File: src/rtl/sdram_sched_pkg.sv
`default_nettype none
// ============================================================================
//  Module  : sdram_sched_pkg
//  Purpose : Shared types and helpers for the SDRAM multi-port burst
//            scheduler: FSM state encoding, index-width function and a
//            field extractor for the flattened per-port vectors.
//  Ports   : none (package)
//  Rev     : 1.0  initial multi-port release
// ============================================================================
package sdram_sched_pkg;

    typedef enum logic [1:0] {
        ST_IDLE = 2'd0,
        ST_REQ  = 2'd1,
        ST_BUSY = 2'd2
    } sched_state_t;

    // Flattened per-port vectors are widened to this before slicing; it
    // covers 8 ports of up to 64-bit fields.
    localparam int c_VEC_MAX   = 512;
    localparam int c_FIELD_MAX = 32;

    // Index width for an N-entry selector; never returns 0 so N=1 still
    // yields a legal 1-bit vector.
    function automatic int clog2(input int n);
        int r;
        r = 1;
        while ((1 << r) < n) r = r + 1;
        return r;
    endfunction

    // Returns field idx of a vector made of width-bit fields packed from
    // bit 0 upwards (port 0 in the LSBs). Callers truncate to the field width.
    function automatic logic [c_FIELD_MAX-1:0] field_get(
        input logic [c_VEC_MAX-1:0] vec,
        input int                   idx,
        input int                   width
    );
        logic [c_VEC_MAX-1:0] sh;
        sh = vec >> (idx * width);
        return sh[c_FIELD_MAX-1:0] & ((c_FIELD_MAX'(1) << width) - c_FIELD_MAX'(1));
    endfunction

endpackage
`default_nettype wire

File: src/rtl/sdram_port_scheduler_if.sv
`default_nettype none
// ============================================================================
//  Module  : sdram_port_scheduler_if
//  Purpose : Request/ack/done handshake between the port scheduler and the
//            SDRAM burst engine.
//  Ports   : REQ, REQ_WRITE, REQ_ADDR, REQ_LEN  scheduler -> engine
//            REQ_ACK, BURST_DONE                engine -> scheduler
//  Rev     : 1.0  initial multi-port release
// ============================================================================
interface sdram_port_scheduler_if #(
    parameter int ASIZE = 22,
    parameter int LSIZE = 9
) ();
    logic             REQ;
    logic             REQ_WRITE;
    logic [ASIZE-1:0] REQ_ADDR;
    logic [LSIZE-1:0] REQ_LEN;
    logic             REQ_ACK;
    logic             BURST_DONE;

    modport master (
        output REQ, REQ_WRITE, REQ_ADDR, REQ_LEN,
        input  REQ_ACK, BURST_DONE
    );

    modport slave (
        input  REQ, REQ_WRITE, REQ_ADDR, REQ_LEN,
        output REQ_ACK, BURST_DONE
    );
endinterface
`default_nettype wire

File: src/rtl/sdram_rr_arbiter.sv
`default_nettype none
// ============================================================================
//  Module  : sdram_rr_arbiter
//  Purpose : N-way round-robin arbiter. Search starts at the entry after the
//            last granted one; the pointer moves only when i_adv is high.
//  Ports   : CLK, RESET_N     clock, async active-low reset
//            i_req [N]        request vector
//            i_adv            commit the current grant (advance pointer)
//            o_gnt [N]        one-hot grant (combinational)
//            o_any            at least one request present
//  Rev     : 1.0  initial multi-port release
// ============================================================================
module sdram_rr_arbiter
    import sdram_sched_pkg::*;
#(
    parameter int N = 2
) (
    input  wire logic         CLK,
    input  wire logic         RESET_N,
    input  wire logic [N-1:0] i_req,
    input  wire logic         i_adv,
    output logic      [N-1:0] o_gnt,
    output logic              o_any
);
    localparam int c_IW = clog2(N);

    logic [c_IW-1:0] r_last;
    logic [c_IW-1:0] w_idx;
    logic [N-1:0]    w_gnt;
    logic            w_any;

    // Candidate k (1..N) is (last + k) mod N, so the last winner is
    // searched last.
    always_comb begin
        w_gnt = '0;
        w_idx = '0;
        w_any = 1'b0;
        for (int k = 1; k <= N; k++) begin
            for (int j = 0; j < N; j++) begin
                if (!w_any && (j == (int'(r_last) + k) % N) && i_req[j]) begin
                    w_any    = 1'b1;
                    w_gnt[j] = 1'b1;
                    w_idx    = c_IW'(j);
                end
            end
        end
    end

    // Reset to N-1 so the first search begins at entry 0.
    always_ff @(posedge CLK or negedge RESET_N) begin
        if (!RESET_N) begin
            r_last <= c_IW'(N - 1);
        end else if (i_adv && w_any) begin
            r_last <= w_idx;
        end
    end

    assign o_gnt = w_gnt;
    assign o_any = w_any;

endmodule
`default_nettype wire

File: src/rtl/sdram_port_scheduler.sv
`default_nettype none
// ============================================================================
//  Module  : sdram_port_scheduler
//  Purpose : Chooses the next SDRAM burst among NWR write and NRD read ports.
//            Writes beat reads; round-robin inside each class. Each port
//            walks an address window and reports wrap-around.
//  Ports   : CLK, RESET_N                       clock, async active-low reset
//            WR_/RD_START_ADDR, _MAX_ADDR       per-port window [start, max)
//            WR_/RD_LENGTH, WR_/RD_LOAD         per-port burst length / load
//            WR_LEVEL / RD_LEVEL                FIFO fill levels
//            ENG                                burst engine handshake
//            WR_SEL / RD_SEL                    one-hot FIFO gating
//            WRAP                               per-port wrap pulse
//                                               ([NWR-1:0] write, rest read)
//  Rev     : 1.0  initial multi-port release
// ============================================================================
module sdram_port_scheduler
    import sdram_sched_pkg::*;
#(
    parameter int NWR        = 2,
    parameter int NRD        = 2,
    parameter int ASIZE      = 22,
    parameter int LSIZE      = 9,
    parameter int UWIDTH     = 9,
    parameter int FIFO_DEPTH = 512
) (
    input  wire logic                  CLK,
    input  wire logic                  RESET_N,
    input  wire logic [NWR*ASIZE-1:0]  WR_START_ADDR,
    input  wire logic [NWR*ASIZE-1:0]  WR_MAX_ADDR,
    input  wire logic [NWR*LSIZE-1:0]  WR_LENGTH,
    input  wire logic [NWR-1:0]        WR_LOAD,
    input  wire logic [NWR*UWIDTH-1:0] WR_LEVEL,
    input  wire logic [NRD*ASIZE-1:0]  RD_START_ADDR,
    input  wire logic [NRD*ASIZE-1:0]  RD_MAX_ADDR,
    input  wire logic [NRD*LSIZE-1:0]  RD_LENGTH,
    input  wire logic [NRD-1:0]        RD_LOAD,
    input  wire logic [NRD*UWIDTH-1:0] RD_LEVEL,
    output logic      [NWR-1:0]        WR_SEL,
    output logic      [NRD-1:0]        RD_SEL,
    output logic      [NWR+NRD-1:0]    WRAP,
    sdram_port_scheduler_if.master     ENG
);
    localparam int c_UW1 = UWIDTH + 1;

    sched_state_t r_state, w_state_nxt;

    logic [ASIZE-1:0] w_wr_addr [NWR];
    logic [LSIZE-1:0] w_wr_len  [NWR];
    logic [ASIZE-1:0] w_rd_addr [NRD];
    logic [LSIZE-1:0] w_rd_len  [NRD];
    logic [NWR-1:0]   w_wr_elig, w_wr_gnt, w_wr_wrap;
    logic [NRD-1:0]   w_rd_elig, w_rd_gnt, w_rd_wrap;
    logic             w_wr_any, w_rd_any;
    logic             w_grant_ok, w_grant, w_done;
    logic [ASIZE-1:0] w_gnt_addr;
    logic [LSIZE-1:0] w_gnt_len;

    logic             r_post;
    logic             r_req_write;
    logic [ASIZE-1:0] r_req_addr;
    logic [LSIZE-1:0] r_req_len;
    logic [NWR-1:0]   r_wr_sel;
    logic [NRD-1:0]   r_rd_sel;

    // The cycle after BURST_DONE is reserved for the address update, so it
    // never grants; this also guarantees one idle cycle between bursts.
    assign w_grant_ok = (r_state == ST_IDLE) && !r_post;
    assign w_grant    = w_grant_ok && (w_wr_any || w_rd_any);
    assign w_done     = (r_state == ST_BUSY) && ENG.BURST_DONE;

    // ------------------------------------------------------------------
    // Write ports
    // ------------------------------------------------------------------
    for (genvar p = 0; p < NWR; p++) begin : g_wr_port
        logic [ASIZE-1:0]  w_start, w_max;
        logic [LSIZE-1:0]  w_length;
        logic [UWIDTH-1:0] w_level;
        logic [ASIZE:0]    w_next;
        logic [ASIZE-1:0]  r_addr;
        logic [LSIZE-1:0]  r_len;
        logic              r_wrap;

        assign w_start  = ASIZE'(field_get(c_VEC_MAX'(WR_START_ADDR), p, ASIZE));
        assign w_max    = ASIZE'(field_get(c_VEC_MAX'(WR_MAX_ADDR), p, ASIZE));
        assign w_length = LSIZE'(field_get(c_VEC_MAX'(WR_LENGTH), p, LSIZE));
        assign w_level  = UWIDTH'(field_get(c_VEC_MAX'(WR_LEVEL), p, UWIDTH));
        assign w_next   = {1'b0, r_addr} + (ASIZE+1)'(r_len);

        assign w_wr_elig[p] = (r_len != '0) && !WR_LOAD[p] &&
                              (32'(w_level) >= 32'(r_len));

        // LOAD takes precedence over the end-of-burst update.
        always_ff @(posedge CLK or negedge RESET_N) begin
            if (!RESET_N) begin
                r_addr <= '0;
                r_len  <= '0;
                r_wrap <= 1'b0;
            end else begin
                r_wrap <= 1'b0;
                if (WR_LOAD[p]) begin
                    r_addr <= w_start;
                    r_len  <= w_length;
                end else if (w_done && r_wr_sel[p]) begin
                    if (w_next < {1'b0, w_max}) begin
                        r_addr <= w_next[ASIZE-1:0];
                    end else begin
                        r_addr <= w_start;
                        r_wrap <= 1'b1;
                    end
                end
            end
        end

        assign w_wr_addr[p] = r_addr;
        assign w_wr_len[p]  = r_len;
        assign w_wr_wrap[p] = r_wrap;
    end

    // ------------------------------------------------------------------
    // Read ports
    // ------------------------------------------------------------------
    for (genvar q = 0; q < NRD; q++) begin : g_rd_port
        logic [ASIZE-1:0]  w_start, w_max;
        logic [LSIZE-1:0]  w_length;
        logic [UWIDTH-1:0] w_level;
        logic [c_UW1-1:0]  w_fill;
        logic [ASIZE:0]    w_next;
        logic [ASIZE-1:0]  r_addr;
        logic [LSIZE-1:0]  r_len;
        logic              r_wrap;

        assign w_start  = ASIZE'(field_get(c_VEC_MAX'(RD_START_ADDR), q, ASIZE));
        assign w_max    = ASIZE'(field_get(c_VEC_MAX'(RD_MAX_ADDR), q, ASIZE));
        assign w_length = LSIZE'(field_get(c_VEC_MAX'(RD_LENGTH), q, LSIZE));
        assign w_level  = UWIDTH'(field_get(c_VEC_MAX'(RD_LEVEL), q, UWIDTH));
        assign w_next   = {1'b0, r_addr} + (ASIZE+1)'(r_len);

        // One extra bit so level + length cannot overflow before comparing
        // against the FIFO depth.
        assign w_fill = c_UW1'(w_level) + c_UW1'(r_len);

        assign w_rd_elig[q] = (r_len != '0) && !RD_LOAD[q] &&
                              (w_fill <= c_UW1'(FIFO_DEPTH));

        always_ff @(posedge CLK or negedge RESET_N) begin
            if (!RESET_N) begin
                r_addr <= '0;
                r_len  <= '0;
                r_wrap <= 1'b0;
            end else begin
                r_wrap <= 1'b0;
                if (RD_LOAD[q]) begin
                    r_addr <= w_start;
                    r_len  <= w_length;
                end else if (w_done && r_rd_sel[q]) begin
                    if (w_next < {1'b0, w_max}) begin
                        r_addr <= w_next[ASIZE-1:0];
                    end else begin
                        r_addr <= w_start;
                        r_wrap <= 1'b1;
                    end
                end
            end
        end

        assign w_rd_addr[q] = r_addr;
        assign w_rd_len[q]  = r_len;
        assign w_rd_wrap[q] = r_wrap;
    end

    // ------------------------------------------------------------------
    // Arbitration: the read pointer only moves when no write competes.
    // ------------------------------------------------------------------
    sdram_rr_arbiter #(.N(NWR)) u_wr_arb (
        .CLK     (CLK),
        .RESET_N (RESET_N),
        .i_req   (w_wr_elig),
        .i_adv   (w_grant_ok && w_wr_any),
        .o_gnt   (w_wr_gnt),
        .o_any   (w_wr_any)
    );

    sdram_rr_arbiter #(.N(NRD)) u_rd_arb (
        .CLK     (CLK),
        .RESET_N (RESET_N),
        .i_req   (w_rd_elig),
        .i_adv   (w_grant_ok && !w_wr_any && w_rd_any),
        .o_gnt   (w_rd_gnt),
        .o_any   (w_rd_any)
    );

    always_comb begin
        w_gnt_addr = '0;
        w_gnt_len  = '0;
        for (int p = 0; p < NWR; p++) begin
            if (w_wr_any && w_wr_gnt[p]) begin
                w_gnt_addr = w_wr_addr[p];
                w_gnt_len  = w_wr_len[p];
            end
        end
        for (int q = 0; q < NRD; q++) begin
            if (!w_wr_any && w_rd_gnt[q]) begin
                w_gnt_addr = w_rd_addr[q];
                w_gnt_len  = w_rd_len[q];
            end
        end
    end

    // ------------------------------------------------------------------
    // Burst FSM
    // ------------------------------------------------------------------
    always_ff @(posedge CLK or negedge RESET_N) begin
        if (!RESET_N) begin
            r_state <= ST_IDLE;
        end else begin
            r_state <= w_state_nxt;
        end
    end

    always_comb begin
        w_state_nxt = r_state;
        case (r_state)
            ST_IDLE: if (w_grant)        w_state_nxt = ST_REQ;
            ST_REQ:  if (ENG.REQ_ACK)    w_state_nxt = ST_BUSY;
            ST_BUSY: if (ENG.BURST_DONE) w_state_nxt = ST_IDLE;
            default:                     w_state_nxt = ST_IDLE;
        endcase
    end

    // Request fields are latched at grant and held until the next grant, so
    // a LOAD on the active port cannot disturb the burst in flight.
    always_ff @(posedge CLK or negedge RESET_N) begin
        if (!RESET_N) begin
            r_post      <= 1'b0;
            r_req_write <= 1'b0;
            r_req_addr  <= '0;
            r_req_len   <= '0;
            r_wr_sel    <= '0;
            r_rd_sel    <= '0;
        end else begin
            r_post <= w_done;
            if (w_grant) begin
                r_req_write <= w_wr_any;
                r_req_addr  <= w_gnt_addr;
                r_req_len   <= w_gnt_len;
                r_wr_sel    <= w_wr_any ? w_wr_gnt : '0;
                r_rd_sel    <= w_wr_any ? '0 : w_rd_gnt;
            end else if (w_done) begin
                r_wr_sel <= '0;
                r_rd_sel <= '0;
            end
        end
    end

    assign ENG.REQ       = (r_state == ST_REQ);
    assign ENG.REQ_WRITE = r_req_write;
    assign ENG.REQ_ADDR  = r_req_addr;
    assign ENG.REQ_LEN   = r_req_len;
    assign WR_SEL        = r_wr_sel;
    assign RD_SEL        = r_rd_sel;
    assign WRAP          = {w_rd_wrap, w_wr_wrap};

endmodule
`default_nettype wire

File: src/flat_wrapper.sv
// flat-port wrapper written by rule: the top's interface ports become plain ports
module sdram_port_scheduler_flat import sdram_sched_pkg::*;
#(
    parameter int NWR        = 2,
    parameter int NRD        = 2,
    parameter int ASIZE      = 22,
    parameter int LSIZE      = 9,
    parameter int UWIDTH     = 9,
    parameter int FIFO_DEPTH = 512
)
  (CLK, RESET_N, WR_START_ADDR, WR_MAX_ADDR, WR_LENGTH, WR_LOAD, WR_LEVEL, RD_START_ADDR, RD_MAX_ADDR, RD_LENGTH, RD_LOAD, RD_LEVEL, WR_SEL, RD_SEL, WRAP, ENG_REQ, ENG_REQ_WRITE, ENG_REQ_ADDR, ENG_REQ_LEN, ENG_REQ_ACK, ENG_BURST_DONE);
  sdram_port_scheduler_if #(.ASIZE(ASIZE), .LSIZE(LSIZE)) ENG_i ();
  input  wire logic CLK;
  input  wire logic RESET_N;
  input  wire logic [NWR*ASIZE-1:0] WR_START_ADDR;
  input  wire logic [NWR*ASIZE-1:0] WR_MAX_ADDR;
  input  wire logic [NWR*LSIZE-1:0] WR_LENGTH;
  input  wire logic [NWR-1:0] WR_LOAD;
  input  wire logic [NWR*UWIDTH-1:0] WR_LEVEL;
  input  wire logic [NRD*ASIZE-1:0] RD_START_ADDR;
  input  wire logic [NRD*ASIZE-1:0] RD_MAX_ADDR;
  input  wire logic [NRD*LSIZE-1:0] RD_LENGTH;
  input  wire logic [NRD-1:0] RD_LOAD;
  input  wire logic [NRD*UWIDTH-1:0] RD_LEVEL;
  output logic      [NWR-1:0] WR_SEL;
  output logic      [NRD-1:0] RD_SEL;
  output logic      [NWR+NRD-1:0] WRAP;
  output wire logic [$bits(ENG_i.REQ)-1:0] ENG_REQ;
  output wire logic [$bits(ENG_i.REQ_WRITE)-1:0] ENG_REQ_WRITE;
  output wire logic [$bits(ENG_i.REQ_ADDR)-1:0] ENG_REQ_ADDR;
  output wire logic [$bits(ENG_i.REQ_LEN)-1:0] ENG_REQ_LEN;
  input wire logic [$bits(ENG_i.REQ_ACK)-1:0] ENG_REQ_ACK;
  input wire logic [$bits(ENG_i.BURST_DONE)-1:0] ENG_BURST_DONE;
  assign ENG_REQ = ENG_i.REQ;
  assign ENG_REQ_WRITE = ENG_i.REQ_WRITE;
  assign ENG_REQ_ADDR = ENG_i.REQ_ADDR;
  assign ENG_REQ_LEN = ENG_i.REQ_LEN;
  assign ENG_i.REQ_ACK = ENG_REQ_ACK;
  assign ENG_i.BURST_DONE = ENG_BURST_DONE;
  sdram_port_scheduler #(.NWR(NWR), .NRD(NRD), .ASIZE(ASIZE), .LSIZE(LSIZE), .UWIDTH(UWIDTH), .FIFO_DEPTH(FIFO_DEPTH)) u_core (.CLK(CLK), .RESET_N(RESET_N), .WR_START_ADDR(WR_START_ADDR), .WR_MAX_ADDR(WR_MAX_ADDR), .WR_LENGTH(WR_LENGTH), .WR_LOAD(WR_LOAD), .WR_LEVEL(WR_LEVEL), .RD_START_ADDR(RD_START_ADDR), .RD_MAX_ADDR(RD_MAX_ADDR), .RD_LENGTH(RD_LENGTH), .RD_LOAD(RD_LOAD), .RD_LEVEL(RD_LEVEL), .WR_SEL(WR_SEL), .RD_SEL(RD_SEL), .WRAP(WRAP), .ENG(ENG_i));
endmodule
File: config.mk
export PLATFORM = sky130hd
export DESIGN_NAME = sdram_port_scheduler_flat
export DESIGN_NICKNAME = d
export VERILOG_FILES = /design/src/rtl/sdram_sched_pkg.sv /design/src/rtl/sdram_port_scheduler_if.sv /design/src/rtl/sdram_rr_arbiter.sv /design/src/rtl/sdram_port_scheduler.sv /design/src/flat_wrapper.sv
export SDC_FILE = /design/constraint.sdc
export NUM_CORES = 1
export LEC_CHECK = 0
export ABC_AREA = 1
export CORE_MARGIN = 2
export CORE_UTILIZATION = 45
export CTS_CLUSTER_SIZE = 8
export DETAILED_ROUTE_END_ITERATION = 7
export HOLD_SLACK_MARGIN = 0.12
export PLACE_DENSITY = 0.71
export SYNTH_ARGS = -nofsm -noshare
export SYNTH_HDL_FRONTEND = slang
export SYNTH_SLANG_ARGS = --single-unit
File: constraint.sdc
create_clock -name CLK -period 4.9 [get_ports CLK]
set_input_delay 0.735 -clock CLK [delete_from_list [all_inputs] [get_ports CLK]]
set_output_delay 0.735 -clock CLK [all_outputs]
set_load 0.1 [all_outputs]
==> flow_summary.ini <==
[placed_design]
placed_cells = 3158
gp_congestion = 0.923
portBuffers = 296
dpl.hpwl_um = 41600

[finish]
seqCellArea_um2 = 4230
final_nets = 3140
n_fill_cell = 3395
multi_input_area_um2 = 9550
areaGrowthSynthToFinish_pct = 25.0
final_cell_count_no_fill = 3191
drive_above_1_share = 0.0318

[synth]
ys_types = 52
synthCells = 2461
synth-seq-cells = 169
syn_area_per_cell_um2 = 6.40
ys_warn_count = 0
syn-num-nets = 2879
synthesis.area_um2 = 15700
ys_seq_area_frac = 0.269

[clock_network]
path_clk_slew_ns = 0.08
post-cts-setup-buffer-count = 0
clk_latency_ns = 0.45
cts_resized = 0
htreeDepth = 4
cts_buffers = 17
cts_tree = yes
clockRootBuffer = clkbuf_16
cts_hold_buf = 0
cts_max_path_buffers = 2
clock-sinks = 169

[power_and_ir_drop]
p_seq_frac = 0.262
p_per_area_nw_per_um2 = 427
vdd_ir_drop_max_mv = 0.314
p_int_uw = 4030
p_sw_uw = 4380
clkPwrFrac = 0.160
p_total_uw = 8410
leakage_uw = 0.0107
comb_power_share = 0.577
swShare = 0.521

[detailed_routing]
dr_total_vias = 16600
drt-total-wl_um = 52000
ant_nets = 0
drc = 0
first_pass_iters = 7
drt_iter0_drc = 1377
post_drt_wl_per_cell_um = 16.3
vias_per_cell = 5.21

[worst_setup_path]
critPathLaunchType = flop
critical_path_class = flop to flop
crit_path_end_kind = flop
r2r-start = u_core.g_wr_port[0].r_addr[6]
cp.required_ns = 5.24
r2r_end = u_core.g_wr_port[0].r_addr[8]
crit_fanout = 17
worstPathArrival_ns = 4.61
rr_worst_depth = 21
critPathLaunch = u_core.g_wr_port[0].r_addr[6]
reg2reg_slack_ns = 0.63

[sta]
min_period_ns = 4.27
rsz0062_at_grt = false
fin_skew_ns = 0.0164
slew_headroom = 0.247
fmax_ghz = 0.234
hold_viol_final = 0
timing.final.crit_share = 0.872
slew_violations = 0
tns_ns = 0
worst_pin_slew_ns = 1.13
setup_viol = 0

[global_routing]
grt_remaining_overflow = 0
grt_antenna_before_repair = 1
grt_pass1_vias = 15800
grt_usage = 0.284
grt_pass1_wl_um = 81900
grt_max_degree = 88

[floorplanning]
die_area_um2 = 36500
start_util = 0.456
die_x_um = 191
die_h_um = 191
rows = 68
io_pins = 297
core_um2 = 34500

[job]
drv_cap = 0

[run_status]
outcome = finished, final reports clean

[min_path]
hold_path_class = input pin to asynchronous set/reset pin
[critical path, stage by stage, from the launching register on]
cell	delay, ns
dfrtp_1	0.42
ha_1	0.40
nand2_2	0.10
nor2_2	0.13
nand4_1	0.08
or2_1	0.24
nand2_1	0.09
nand2_2	0.09
nor2_4	0.13
nand2_1	0.08
xor2_1	0.30
inv_1	0.09
ha_1	0.33
a21oi_1	0.14
o21ai_0	0.08
a21oi_1	0.13
o21bai_1	0.07
a21oi_1	0.19
and3_1	0.71
nand3_1	0.19
nand3_1	0.12
nand2_1	0.05
[cells by family after synthesis]
family,Yosys count,share of synthesized area
adders and majority gates,162,0.132
AOI/OAI and AO/OA,229,0.0794
xor gates and xnor gates,61,0.0339
DFF,169,0.269
buffers and inverters,505,0.125
and+or+nand+nor,1335,0.361
[synthesized netlist by cell type, drive strengths merged]
cell / n / area (um^2)
o221ai: 1 / 8.76
buf: 33 / 188
nand2: 711 / 2680
or3b: 1 / 8.76
nor4b: 1 / 8.76
dfrtp: 167 / 4180
or2: 10 / 62.6
o21bai: 10 / 75.1
nand3b: 14 / 105
and2: 1 / 6.26
o22ai: 2 / 12.5
and3: 3 / 18.8
ha: 156 / 1950
clkinv: 1 / 3.75
o2111ai: 1 / 8.76
nand4: 53 / 338
xor2: 55 / 482
nor4: 11 / 68.8
dfstp: 2 / 52.6
nor2: 235 / 897
fa: 6 / 120
o21a: 5 / 37.5
inv: 424 / 1590
a31oi: 4 / 25.0
xnor2: 6 / 52.6
o21ai: 82 / 410
a211oi: 4 / 30.0
clkbuf: 47 / 191
a21o: 5 / 37.5
o211ai: 4 / 30.0
a21boi: 2 / 15.0
nor3b: 1 / 7.51
a21oi: 105 / 529
o31ai: 4 / 30.0
nor3: 29 / 150
nand3: 265 / 1340
[worst max-delay path by stage]
stage / end / slack, ns / cells after the start
floorplan: u_core.g_rd_port[0].r_addr[12] / 1.46 / 22
global placement: u_core.g_wr_port[0].r_addr[8] / 0.81 / 21
detailed placement: u_core.g_wr_port[0].r_addr[19] / 0.70 / 21
CTS: u_core.g_wr_port[0].r_addr[19] / 0.68 / 21
global route: u_core.g_wr_port[0].r_addr[19] / 0.26 / 21
finish: u_core.g_wr_port[0].r_addr[8] / 0.63 / 21
[stage by stage]
stage	area [um^2]	utilization	setup WS, ns	hold WS [ns]
finish	19700	0.570	0.629	0.325
floorplan	15700	-	1.46	0.439
global placement	19100	0.554	0.807	0.465
CTS	19700	0.570	0.683	0.369
global route	19700	0.570	0.264	0.398
detailed placement	19100	0.554	0.700	0.464
[power by group through the flow]
stage,Sequential (uW),Combinational (uW),Clock (uW)
3_5_place_dp,2210,4810,0
4_1_cts,2190,4830,1360
5_1_grt,2240,5380,1420
3_3_place_gp,2210,4710,0
6_report,2200,4850,1350
2_1_floorplan,2900,2650,0
[layout by cell type, fill, tap and decap left out, types with 3 or more instances in the layout]
cell type | netlist | routed
o21ai_1 | 10 | 10
inv_8 | 0 | 3
nand2_2 | 4 | 5
o211ai_1 | 4 | 4
nand3b_1 | 14 | 14
nand4_1 | 52 | 52
xnor2_1 | 6 | 6
o31ai_1 | 4 | 4
o21ai_0 | 72 | 72
o21bai_1 | 10 | 8
clkbuf_16 | 0 | 17
inv_1 | 424 | 424
nor2_2 | 3 | 3
ha_1 | 156 | 156
nor4_1 | 11 | 11
o21a_1 | 5 | 5
fa_1 | 6 | 6
a31oi_1 | 4 | 4
buf_4 | 6 | 25
dfrtp_1 | 167 | 167
inv_6 | 0 | 5
nor3_1 | 28 | 28
or2_2 | 9 | 9
clkdlybuf4s50_1 | 0 | 295
nand2_1 | 707 | 706
a21o_1 | 5 | 5
a211oi_1 | 4 | 4
nor2_1 | 231 | 231
xor2_1 | 55 | 55
nand3_1 | 263 | 263
a21oi_1 | 104 | 104
and3_1 | 3 | 3
[registers in the layout, summed over array words and instances (netlist names)]
register,flops
u_core.r_state,2
u_core.u_rd_arb.r_last,1
u_core.ENG.REQ_WRITE,1
u_core.ENG.REQ_ADDR,22
u_core.g_wr_port.r_len,18
u_core.g_rd_port.r_wrap,2
u_core.RD_SEL,2
u_core.g_wr_port.r_wrap,2
u_core.ENG.REQ_LEN,9
u_core.u_wr_arb.r_last,1
u_core.r_post,1
u_core.WR_SEL,2
u_core.g_rd_port.r_len,18
u_core.g_wr_port.r_addr,44
u_core.g_rd_port.r_addr,44
[layer usage]
layer,up-vias,track usage,share of wire
met2,669,0.431,0.42
met5,-,0,0
met1,7551,0.409,0.47
li1,8327,-,-
met3,92,0.0378,0.071
met4,0,0.107,0.035
[cell type report]
class | count | share of cell area
inverter | 425 | 0.0810
sequential | 169 | 0.215
clock buffer | 18 | 0.0223
multi-input combinational | 1787 | 0.485
antenna | 1 | 0.000127
timing repair buffer | 322 | 0.161
clock inverter | 14 | 0.00654
tap | 455 | 0.0289
Note: power is estimated with default switching activity, not from simulation.
